## config.mk

```make
export PLATFORM = sky130hd
export DESIGN_NAME = player_shot
export DESIGN_NICKNAME = d
export VERILOG_FILES = /design/src/rtl/player_shot_pkg.sv /design/src/rtl/player_shot_slot.sv /design/src/rtl/player_shot.sv
export SDC_FILE = /design/constraint.sdc
export NUM_CORES = 1
export LEC_CHECK = 0
export CAP_MARGIN = 20
export CORE_ASPECT_RATIO = 0.6
export CORE_UTILIZATION = 60
export CTS_BUF_LIST = sky130_fd_sc_hd__clkbuf_2 sky130_fd_sc_hd__clkbuf_4 sky130_fd_sc_hd__clkbuf_8
export CTS_CLUSTER_SIZE = 10
export DETAILED_ROUTE_END_ITERATION = 16
export GPL_ROUTABILITY_DRIVEN = 0
export HOLD_SLACK_MARGIN = 0.02
export PLACE_DENSITY = 0.82
export SETUP_SLACK_MARGIN = 0.05
export SYNTH_ARGS = -nofsm -noshare
export SYNTH_HDL_FRONTEND = slang
export SYNTH_SLANG_ARGS = --single-unit
```

## constraint.sdc

```tcl
create_clock -name pixel_clk -period 4.95 [get_ports pixel_clk]
set_input_delay 0.495 -clock pixel_clk [delete_from_list [all_inputs] [get_ports pixel_clk]]
set_output_delay 0.495 -clock pixel_clk [all_outputs]
set_load 0.02 [all_outputs]
```

## src/rtl/player_shot_pkg.sv

```systemverilog
// Shared playfield constants, shot defaults and the shot slot record used by
// the player projectile engine.
package params;

  localparam int HRES     = 640;
  localparam int VRES     = 480;
  localparam int PADDLE_H = 16;

  localparam int          MAX_SHOTS     = 4;
  localparam int          SHOT_W        = 4;
  localparam int          SHOT_H        = 12;
  localparam int          SHOT_VEL      = 8;
  localparam int          FIRE_COOLDOWN = 8;
  localparam logic [23:0] SHOT_COLOR    = 24'hFFFF00;

  typedef struct packed {
    logic              valid;
    logic signed [11:0] x;
    logic signed [11:0] y;
  } shot_t;

  // Left edge of a new shot centred on the paddle, kept fully on screen.
  function automatic logic signed [11:0] clamp_x(input logic signed [11:0] center,
                                                 input int w);
    logic signed [11:0] left;
    logic signed [11:0] right_max;
    left      = center - $signed(12'(w / 2));
    right_max = $signed(12'(HRES - w));
    if (left < 12'sd0) begin
      return 12'sd0;
    end else if (left > right_max) begin
      return right_max;
    end else begin
      return left;
    end
  endfunction

endpackage

```

## src/rtl/player_shot_slot.sv

```systemverilog
// One projectile slot: spawn load, per-frame upward move with off-screen
// retirement, hit clearing and pixel coverage.
module shot_slot
  import params::*;
#(
  parameter int SHOT_W   = params::SHOT_W,
  parameter int SHOT_H   = params::SHOT_H,
  parameter int SHOT_VEL = params::SHOT_VEL
) (
  input  logic               clk,
  input  logic               rst,
  input  logic               fsync,
  input  logic               hit,
  input  logic               spawn,
  input  logic signed [11:0] hpos,
  input  logic signed [11:0] vpos,
  input  logic signed [11:0] spawn_x,
  input  logic signed [11:0] spawn_y,
  output logic               valid,
  output logic               covers
);

  shot_t              slot;
  logic signed [11:0] next_y;
  logic               in_x;
  logic               in_y;

  assign next_y = slot.y - $signed(12'(SHOT_VEL));
  assign in_x   = (hpos >= slot.x) && (hpos < slot.x + $signed(12'(SHOT_W)));
  assign in_y   = (vpos >= slot.y) && (vpos < slot.y + $signed(12'(SHOT_H)));
  assign covers = slot.valid & in_x & in_y;
  assign valid  = slot.valid;

  // A hit outranks the frame move; spawn only ever targets an empty slot.
  always_ff @(posedge clk or posedge rst) begin
    if (rst) begin
      slot <= '0;
    end else if (spawn) begin
      slot <= '{valid: 1'b1, x: spawn_x, y: spawn_y};
    end else if (hit && covers) begin
      slot.valid <= 1'b0;
    end else if (fsync && slot.valid) begin
      if (next_y < 12'sd0) begin
        slot.valid <= 1'b0;
      end else begin
        slot.y <= next_y;
      end
    end
  end

endmodule

```

## src/rtl/player_shot.sv

```systemverilog
// Player projectile engine: fire synchronisation, cooldown, slot allocation,
// live count and shot colouring for the compositor.
module player_shot
  import params::*;
#(
  parameter int          MAX_SHOTS     = params::MAX_SHOTS,
  parameter int          SHOT_W        = params::SHOT_W,
  parameter int          SHOT_H        = params::SHOT_H,
  parameter int          SHOT_VEL      = params::SHOT_VEL,
  parameter int          FIRE_COOLDOWN = params::FIRE_COOLDOWN,
  parameter logic [23:0] SHOT_COLOR    = params::SHOT_COLOR
) (
  input  logic               pixel_clk,
  input  logic               rst,
  input  logic               fsync,
  input  logic signed [11:0] hpos,
  input  logic signed [11:0] vpos,
  input  logic               fire,
  input  logic signed [11:0] paddle_center_x,
  input  logic               hit,
  output logic [7:0]         pixel [0:2],
  output logic               active,
  output logic               fired,
  output logic [3:0]         live_count
);

  localparam int CD_W = (FIRE_COOLDOWN > 1) ? $clog2(FIRE_COOLDOWN + 1) : 1;
  localparam logic signed [11:0]    SPAWN_Y = 12'(VRES - PADDLE_H - SHOT_H);
  localparam logic [MAX_SHOTS-1:0]  ONE     = MAX_SHOTS'(1);

  logic [2:0]           sync;
  logic                 sync_d;
  logic [1:0]           fill;
  logic                 armed;
  logic                 fire_rise;
  logic                 fire_req;
  logic [CD_W-1:0]      cooldown;
  logic [MAX_SHOTS-1:0] valid;
  logic [MAX_SHOTS-1:0] covers;
  logic [MAX_SHOTS-1:0] free;
  logic [MAX_SHOTS-1:0] spawn_sel;
  logic                 spawn;
  logic signed [11:0]   spawn_x;

  function automatic logic [3:0] count_live(input logic [MAX_SHOTS-1:0] v);
    logic [3:0] n;
    n = 4'd0;
    for (int i = 0; i < MAX_SHOTS; i++) begin
      n = n + {3'b000, v[i]};
    end
    return n;
  endfunction

  // An edge only counts once the button has been seen released after reset,
  // so a button held through reset cannot fire on its own.
  assign fire_rise = sync[2] & ~sync_d & armed;
  assign free      = ~valid;
  assign spawn     = fsync & fire_req & (cooldown == '0) & (|free);
  assign spawn_sel = spawn ? (free & (~free + ONE)) : '0;
  assign spawn_x   = clamp_x(paddle_center_x, SHOT_W);

  // Button synchroniser, release arming and the per-frame fire request.
  always_ff @(posedge pixel_clk or posedge rst) begin
    if (rst) begin
      sync     <= 3'b000;
      sync_d   <= 1'b0;
      fill     <= 2'd0;
      armed    <= 1'b0;
      fire_req <= 1'b0;
    end else begin
      sync   <= {sync[1:0], fire};
      sync_d <= sync[2];
      if (fill != 2'd3) begin
        fill <= fill + 2'd1;
      end
      if (fill == 2'd3 && !sync[2]) begin
        armed <= 1'b1;
      end
      if (fire_rise) begin
        fire_req <= 1'b1;
      end else if (fsync) begin
        fire_req <= 1'b0;
      end
    end
  end

  // Cooldown reload on spawn beats the per-frame decrement.
  always_ff @(posedge pixel_clk or posedge rst) begin
    if (rst) begin
      cooldown <= '0;
      fired    <= 1'b0;
    end else begin
      fired <= spawn;
      if (spawn) begin
        cooldown <= CD_W'(FIRE_COOLDOWN);
      end else if (fsync && cooldown != '0) begin
        cooldown <= cooldown - CD_W'(1);
      end
    end
  end

  // Live count trails the slot state by one cycle.
  always_ff @(posedge pixel_clk or posedge rst) begin
    if (rst) begin
      live_count <= 4'd0;
    end else begin
      live_count <= count_live(valid);
    end
  end

  for (genvar i = 0; i < MAX_SHOTS; i++) begin : g_slot
    shot_slot #(
      .SHOT_W  (SHOT_W),
      .SHOT_H  (SHOT_H),
      .SHOT_VEL(SHOT_VEL)
    ) u_slot (
      .clk    (pixel_clk),
      .rst    (rst),
      .fsync  (fsync),
      .hit    (hit),
      .spawn  (spawn_sel[i]),
      .hpos   (hpos),
      .vpos   (vpos),
      .spawn_x(spawn_x),
      .spawn_y(SPAWN_Y),
      .valid  (valid[i]),
      .covers (covers[i])
    );
  end

  assign active = |covers;

  // Colour mux: B, G, R in pixel[0..2].
  always_comb begin
    if (active) begin
      pixel[0] = SHOT_COLOR[7:0];
      pixel[1] = SHOT_COLOR[15:8];
      pixel[2] = SHOT_COLOR[23:16];
    end else begin
      pixel[0] = 8'h00;
      pixel[1] = 8'h00;
      pixel[2] = 8'h00;
    end
  end

endmodule
```

## After elaboration in Yosys (flattened, before gate mapping)

Cells that the tools add are included.

| operators by class | value |
|---|---|
| add/subtract/negate cells | 19 |
| magnitude comparators | 22 |
| eq/ne operators | 10 |
| multiplexer cells | 40 |
| bitwise operators | 17 |
| reductions and logical operators | 45 |

Operators by type and width:

| operator | count |
|---|---|
| 12-bit two-way mux | 18 |
| 12-bit greater-or-equal comparator | 8 |
| 12-bit less-than comparator | 8 |
| 12-bit by 1-bit less-than comparator with 1-bit output, second input constant | 5 |
| 12-bit by 4-bit adder with 12-bit output, second input constant | 4 |
| 12-bit by 5-bit adder with 12-bit output, second input constant | 4 |
| 12-bit by 5-bit subtractor with 12-bit output, second input constant | 4 |
| 3-bit nonzero test | 8 |
| 1-bit logical AND | 18 |
| 1-bit two-way mux | 18 |
| 2-bit != test, second input constant | 9 |
| 16-bit two-way mux | 1 |
| 1-bit bitwise AND | 13 |
| 12-bit by 11-bit > comparator with 1-bit output, second input constant | 1 |
| 4-bit two-way mux | 3 |
| 3-bit AND reduction | 4 |
| 2-bit nonzero test | 6 |
| 12-bit by 3-bit subtractor with 12-bit output, second input constant | 1 |
| 4-bit inverter | 2 |
| 2-bit AND reduction | 4 |
| 4-bit OR reduction | 2 |
| 3-bit by 1-bit adder with 4-bit output | 1 |
| 4-bit by 1-bit adder with 4-bit output, second input constant | 1 |
| 4-bit bitwise AND | 1 |
| 9 further kinds | 9 |

| storage, ports and cells | value |
|---|---|
| register bits | 117 |
| output and inout port bits | 30 |

## Depth between registers and ports, before layout

Gate-level depths: netlist (run 1).

| depth | value |
|---|---|
| word-level depth | 8 |
| depth in mapped cells | 16 |
| mapped depth without buffers | 15 |

## Modules after synthesis

Synthesis (run 1) repeated with hierarchy kept, for this count alone.

| second synthesis, totals | value |
|---|---|
| cells, all modules | 1349 |
| area total of the unflattened synthesis | 11468.5 um2 |

By module, submodules not included:

| module | instances | cells each | area each (um2) |
|---|---|---|---|
| shot_slot at g_slot[0].u_slot ... | 3 | 299 | 2523.7 |
| shot_slot at g_slot[1].u_slot | 1 | 294 | 2507.4 |
| player_shot | 1 | 158 | 1390.1 |

## Worst setup path before layout (run 1)

Ideal clock, no wire load.

| timing | value |
|---|---|
| path type | reg2out |
| start point | register g_slot[1].u_slot.slot[3] in the netlist's numbering |
| end point | output pixel[0] in the netlist's numbering |
| arrival | 3.651 ns |
| slack | 0.804 ns |
| cell stages (with the launch flop) | 13 |
| cell sequence | dfrtp_1 -> inv_1 -> ha_1 -> a21oi_1 -> xnor2_1 -> ha_1 -> a211o_1 -> o211ai_1 -> o2111ai_1 -> a31oi_1 -> o22ai_1 -> o21ai_0 -> buf_4 |

RTL lines:

| what | RTL line | RTL |
|---|---|---|
| start: declaration | player_shot_slot.sv:23 | `shot_t slot;` |
| start signal: assignment | player_shot_slot.sv:39 | `slot <= '{valid: 1'b1, x: spawn_x, y: spawn_y};` |
| end: declaration | player_shot.sv:21 | `output logic [7:0] pixel [0:2],` |

==> flow_summary.toml, run 1 <==
[run_status]
status = "finished, violations left"
violations = "DRC"

[sta]
relSlewSlack_pct = 24.1
fin_hold_ws_ns = 0.380
setup_viol = 0
rsz0062_at_grt = "false"
final.setup.tns_ns = 0
hold_viol_final = 0
worstMarginPinSlew_ns = 1.13
max_freq_mhz = 228
fin_crit_ns = 4.39
skew_ns = 0.0180
slew_viol_final = 0
min_period_over_period_pct = 88.7

[worst_setup_path]
worstPathCellList = "inv_1 -> ha_1 -> a21oi_2 -> xnor2_1 -> ha_1 -> a2111oi_1 -> o21ai_0 -> a2111oi_2 -> and4b_1 -> nor3_1 -> o21ai_0 -> buf_4 -> dlymetal6s2s_1"
criticalPathCategory = "register to output pin"
end_kind = "output pin"
rrSetupSlack_ns = 1.22
max_stage_delay_ns = 0.44
arrival_ns = 3.90
cp.required_ns = 4.45
path_buf_inv = 3
critPathLaunchType = "register"
cp_top_family = "compound AO/OA/AOI/OAI gates"
critPathMaxFanout = 17
crit_slowest_cell = "dfrtp_1"

[cts]
clk_path_buf_depth = 2
clkTransAtPathRegs_ns = 0.12
cts_tree = "built"
hold_buffers = 0
cts_resized = 0
cts_setup_buffers = 0
cts_made_buffers = 9
htree_levels = 3
clock-sinks = 100
insertion_delay_ns = 0.38
clockRootBuffer = "clkbuf_8"

[grt]
grt_pass1_wl_um = 40900
grt_pass1_vias = 7843
grt_usage_pct = 31.0
antenna_found_initial = 0
grt_max_degree = 53
overflow = 0

[yosys]
synth-seq-cells = 100
syn_area_mm2 = 0.00967
yosys.area.top_type = "dfrtp_1"
synthCells = 1126
yosysWarnings = 0
synth_edf_count = 0
ys_types = 70
yosys-top-cells-area = "dfrtp_1 26%, ha_1 24%, xnor2_1 5.7%"
synthFlopType = "dfrtp_1"
synthDominantCellAreaShare_pct = 25.9
synth_seq_area_share_pct = 25.9
syn-mean-instance-area_um2 = 8.59
postSynth.asyncResetShare_pct = 100

[power]
pwr-share-comb_pct = 44.4
leakagePower_nw = 5.03
intPower_mw = 1.68
power.total_mw = 2.92
pwr-share-clk_pct = 18.1
peakVddDrop_uv = 184
pwr-share-seq_pct = 37.5
power.density_mw_per_mm2 = 274
switchingPower_mw = 1.24
p_sw_share_pct = 42.5

[final_layout]
nNetsFinal = 1407
layout-drive-gt1-share_pct = 5.33
syn_to_final_growth_pct = 10.4
n_antenna_cell = 0

[routing]
vias_per_cell = 6.06
drtIter0Drc = 621
wl_per_cell_um = 18.2
vias = 8390
ant_nets = 0
drc_errors = 2
firstDrtPassIters = 11
totalWireLength_um = 25300

[flow_run]
maxCapViolCount = 0

[die]
pin_count = 71
die-area_mm2 = 0.0166
die_w_um = 166
fp.dieH_um = 100
row_count = 35
core_area_mm2 = 0.0155
start_util_pct = 62.2

[placement]
portBuffers = 61
place_hpwl_um = 20200

[min_path]
min_path_type = "register to register"
-- path summary, 6_finish.rpt --
kind / cells past startpoint / start / to
min in group asynchronous: 2 / rst / cooldown[2]
max reg2reg: 14 / g_slot[3].u_slot.slot[16] / g_slot[3].u_slot.slot[3]
max in group asynchronous: 3 / rst / g_slot[0].u_slot.slot[6]
min reg2reg: 0 / sync[0] / sync[1]
max: 13 / g_slot[2].u_slot.slot[3] / pixel[2]
min: 0 / sync[0] / sync[1]
-- flip-flops by register name, summed over array words and instances (netlist names) --
register             cells
fired                    1
cooldown                 4
g_slot.u_slot.slot      80
g_slot.u_slot.valid      4
sync_d                   1
sync                     3
fire_req                 1
armed                    1
fill                     2
live_count               3
-- power by group through the flow --
stage          Combinational, mW  Sequential, mW  Clock, mW
2_1_floorplan              0.922            1.07          0
3_3_place_gp                1.21            1.10          0
3_5_place_dp                1.26            1.11          0
4_1_cts                     1.27            1.09      0.548
5_1_grt                     1.46            1.12      0.572
6_report                    1.30            1.10      0.528
-- placed cells by master (no fill, tap or decap), types with 26 or more instances in the layout --
cell type / netlist / final
nor2_1: 55 / 53
nand4_1: 26 / 26
xnor2_1: 63 / 63
clkdlybuf4s50_1: 0 / 44
dfrtp_1: 100 / 100
ha_1: 188 / 188
a21oi_1: 66 / 65
o21ai_0: 61 / 61
nand2_1: 109 / 109
inv_1: 99 / 98
nand3_1: 49 / 49
nor3_1: 37 / 35
-- cell families after synthesis --
kind of cell / after synthesis / share of synthesized area [%]
adders and majority gates: 189 / 24.5
muxes: 15 / 1.66
buffers and inverters: 149 / 6.91
and+or+nand+nor: 363 / 19.1
xor gates and xnor gates: 69 / 6.25
DFF: 100 / 25.9
other: 1 / 0.0388
AOI/OAI and AO/OA: 240 / 15.7
-- per-layer routing --
metal,GRT usage (%),routed length (um)
met4,4.89,197
met3,7.65,2560
met1,47.1,12500
met5,0,0
met2,44.6,9980
-- synth_stat cells (8+ instances only) --
cell and count:
o211ai_1 11, nand2_1 109, nor2_1 55, a21oi_1 66, o31ai_1 19, a21o_1 23, nor2b_1 15, clkbuf_1 18
dfrtp_1 100, buf_4 26, and3_1 14, ha_1 188, xnor2_1 63, a211oi_1 8, nand2b_1 14, nor3_1 37
nand3_1 49, inv_1 99, or3_1 8, nand4_1 26, o21ai_0 61, a31oi_1 12
-- metrics by stage --
stage          instance area, um^2  instances  utilization, %  setup WS (ns)
6_report                     10700       1385            68.7          0.559
5_1_grt                      10700       1385            68.7          0.241
4_1_cts                      10600       1385            68.3         0.0514
3_5_place_dp                 10400       1369            67.0          0.466
3_3_place_gp                 10400       1369            67.0          0.576
2_1_floorplan                 9700       1134               -          0.804
-- cell type report --
cell class	count	area [um^2]
Timing Repair Buffer	80	796
Tap cell	203	254
Clock inverter	7	66.3
Sequential cell	100	2500
Multi-Input combinational cell	885	6550
Fill cell	1243	4870
Clock buffer	9	124
Inverter	101	382
-- worst register-to-register path: stages (launching register included) --
cell and delay, ns:
dfrtp_1 0.45, inv_1 0.09, nor3_1 0.29, and3_1 0.22, and3_1 0.20, xnor2_1 0.14, ha_1 0.27, a21o_1 0.18
a211oi_1 0.22, mux2i_1 0.11, a21oi_1 0.13, o211ai_1 0.14, nor4_1 0.73, nor3_1 0.24, o21ai_0 0.24
Power figures use the tool's default switching activity.
==> run 2, diff against run 1 <==
Settings changed: PLACE_DENSITY 0.82 to 0.79.
==> run 2 against run 1 <==
Net effect: the run still ends with DRC left; highest routed layer unchanged; cell area fell by 0.13%; final cell count down 0.29%; first-iteration DRC count increased by 21%; via count grew 0.33%; global-route usage increased by 0.85 points.
==> flow_summary.toml, run 2 (synthesis gave the netlist of run 1 again) <==
[run_status]
status = "finished, violations left"
violations = "DRC"

[routing]
wl_per_cell_um = 18.8
vias_per_cell = 6.10
vias = 8418
ant_nets = 0
drtIter0Drc = 753
firstDrtPassIters = 13
drc_errors = 3
totalWireLength_um = 25900

[die]
pin_count = 71
fp.dieH_um = 100
start_util_pct = 62.2
die_w_um = 166
die-area_mm2 = 0.0166
row_count = 35
core_area_mm2 = 0.0155

[min_path]
min_path_type = "register to register"

[placement]
place_area_mm2 = 0.0104
portBuffers = 61
place_hpwl_um = 20500

[cts]
cts_resized = 0
clkTransAtPathRegs_ns = 0.12
cts_setup_buffers = 0
clk_path_buf_depth = 2
insertion_delay_ns = 0.40
cts_tree = "built"
cts_made_buffers = 9
clock-sinks = 100
clockRootBuffer = "clkbuf_8"
hold_buffers = 0
htree_levels = 3

[sta]
final.setup.tns_ns = 0
setup_viol = 0
max_freq_mhz = 225
relSlewSlack_pct = 36.2
rsz0062_at_grt = "false"
fin_crit_ns = 4.45
min_period_over_period_pct = 89.9
worstMarginPinSlew_ns = 0.951
skew_ns = 0.0245
hold_viol_final = 0
slew_viol_final = 0

[final_layout]
largest_register_ffs = 80
n_antenna_cell = 0
syn_to_final_growth_pct = 10.2
reg_top3 = "g_slot.u_slot.slot x80, cooldown x4, g_slot.u_slot.valid x4"
final_cell_mix = "188 x ha_1, 109 x nand2_1, 100 x dfrtp_1"
largest_register = "g_slot.u_slot.slot"
layout-drive-gt1-share_pct = 4.84
nNetsFinal = 1404
final_common_cell = "ha_1"
post-route-cell-area_mm2 = 0.0107

[worst_setup_path]
path_buf_inv = 3
cp_top_family = "simple AND/OR/NAND/NOR gates"
crit_slowest_cell = "or4_4"
worstPathCellList = "inv_1 -> ha_1 -> nor3_2 -> nand2_1 -> xnor2_1 -> ha_1 -> a211oi_1 -> o21ai_0 -> o21ai_0 -> o211ai_1 -> or4_4 -> nor2_1 -> nor3_1 -> o21ai_0 -> buf_4 -> dlymetal6s2s_1"
critPathLaunchType = "register"
crit_top_cell = "o21ai_0"
cp.required_ns = 4.45
max_stage_delay_ns = 0.50
critPathMaxFanout = 17
end_kind = "output pin"
criticalPathCategory = "register to output pin"
arrival_ns = 3.96

[grt]
grt_max_degree = 66
grt_pass1_wl_um = 41300
overflow = 0
grt_usage_pct = 31.8
antenna_found_initial = 0
grt_pass1_vias = 7667

[flow_run]
maxCapViolCount = 0

[power]
peakVddDrop_uv = 172
power.total_mw = 2.97
leakagePower_nw = 5.02
power.density_mw_per_mm2 = 279
[run 2: power by group]
part	total [mW]	internal [mW]	leakage [nW]	switching (mW)
logic	1.29	0.538	3.66	0.754
clock network	0.576	0.243	0.101	0.333
registers	1.10	0.944	1.26	0.158
[run 2: final timing paths]
kind	from	to	slack (ns)	cells past startpoint
setup / recovery	g_slot[0].u_slot.slot[3]	pixel[11]	0.50	16
hold / removal	sync[0]	sync[1]	0.38	0
setup reg to reg	g_slot[1].u_slot.slot[3]	g_slot[1].u_slot.slot[10]	1.19	13
hold reg to reg	sync[0]	sync[1]	0.38	0
max in group asynchronous	rst	g_slot[0].u_slot.slot[22]	3.32	3
min in group asynchronous	rst	g_slot[2].u_slot.slot[5]	0.61	2
[run 2: area by class of cell]
type	instances	area, um^2
Multi-Input combinational cell	885	6540
Tap cell	203	254
Inverter	101	382
Fill cell	1245	4880
Timing Repair Buffer	77	773
Clock inverter	6	82.6
Sequential cell	100	2500
Clock buffer	9	124
[run 2: metrics by stage]
step	setup slack [ns]	hold slack [ns]	cells	utilization (%)
after CTS	0.120	0.389	1381	68.2
after detailed placement	0.534	0.341	1366	66.9
final	0.498	0.382	1381	68.6
after global placement	0.574	0.343	1366	66.9
after floorplan	0.804	0.331	1134	-
after global routing	0.172	0.390	1381	68.6
[run 2: routing by layer]
layer / part of all wire (%) / routed length [um] / vias up / track usage, %
met1: 50 / 13000 / 3946 / 50.5
met2: 38 / 9920 / 359 / 42.6
li1: - / - / 4094 / -
met4: 1.0 / 268 / 0 / 6.18
met5: 0 / 0 / - / 0
met3: 11 / 2730 / 19 / 7.77
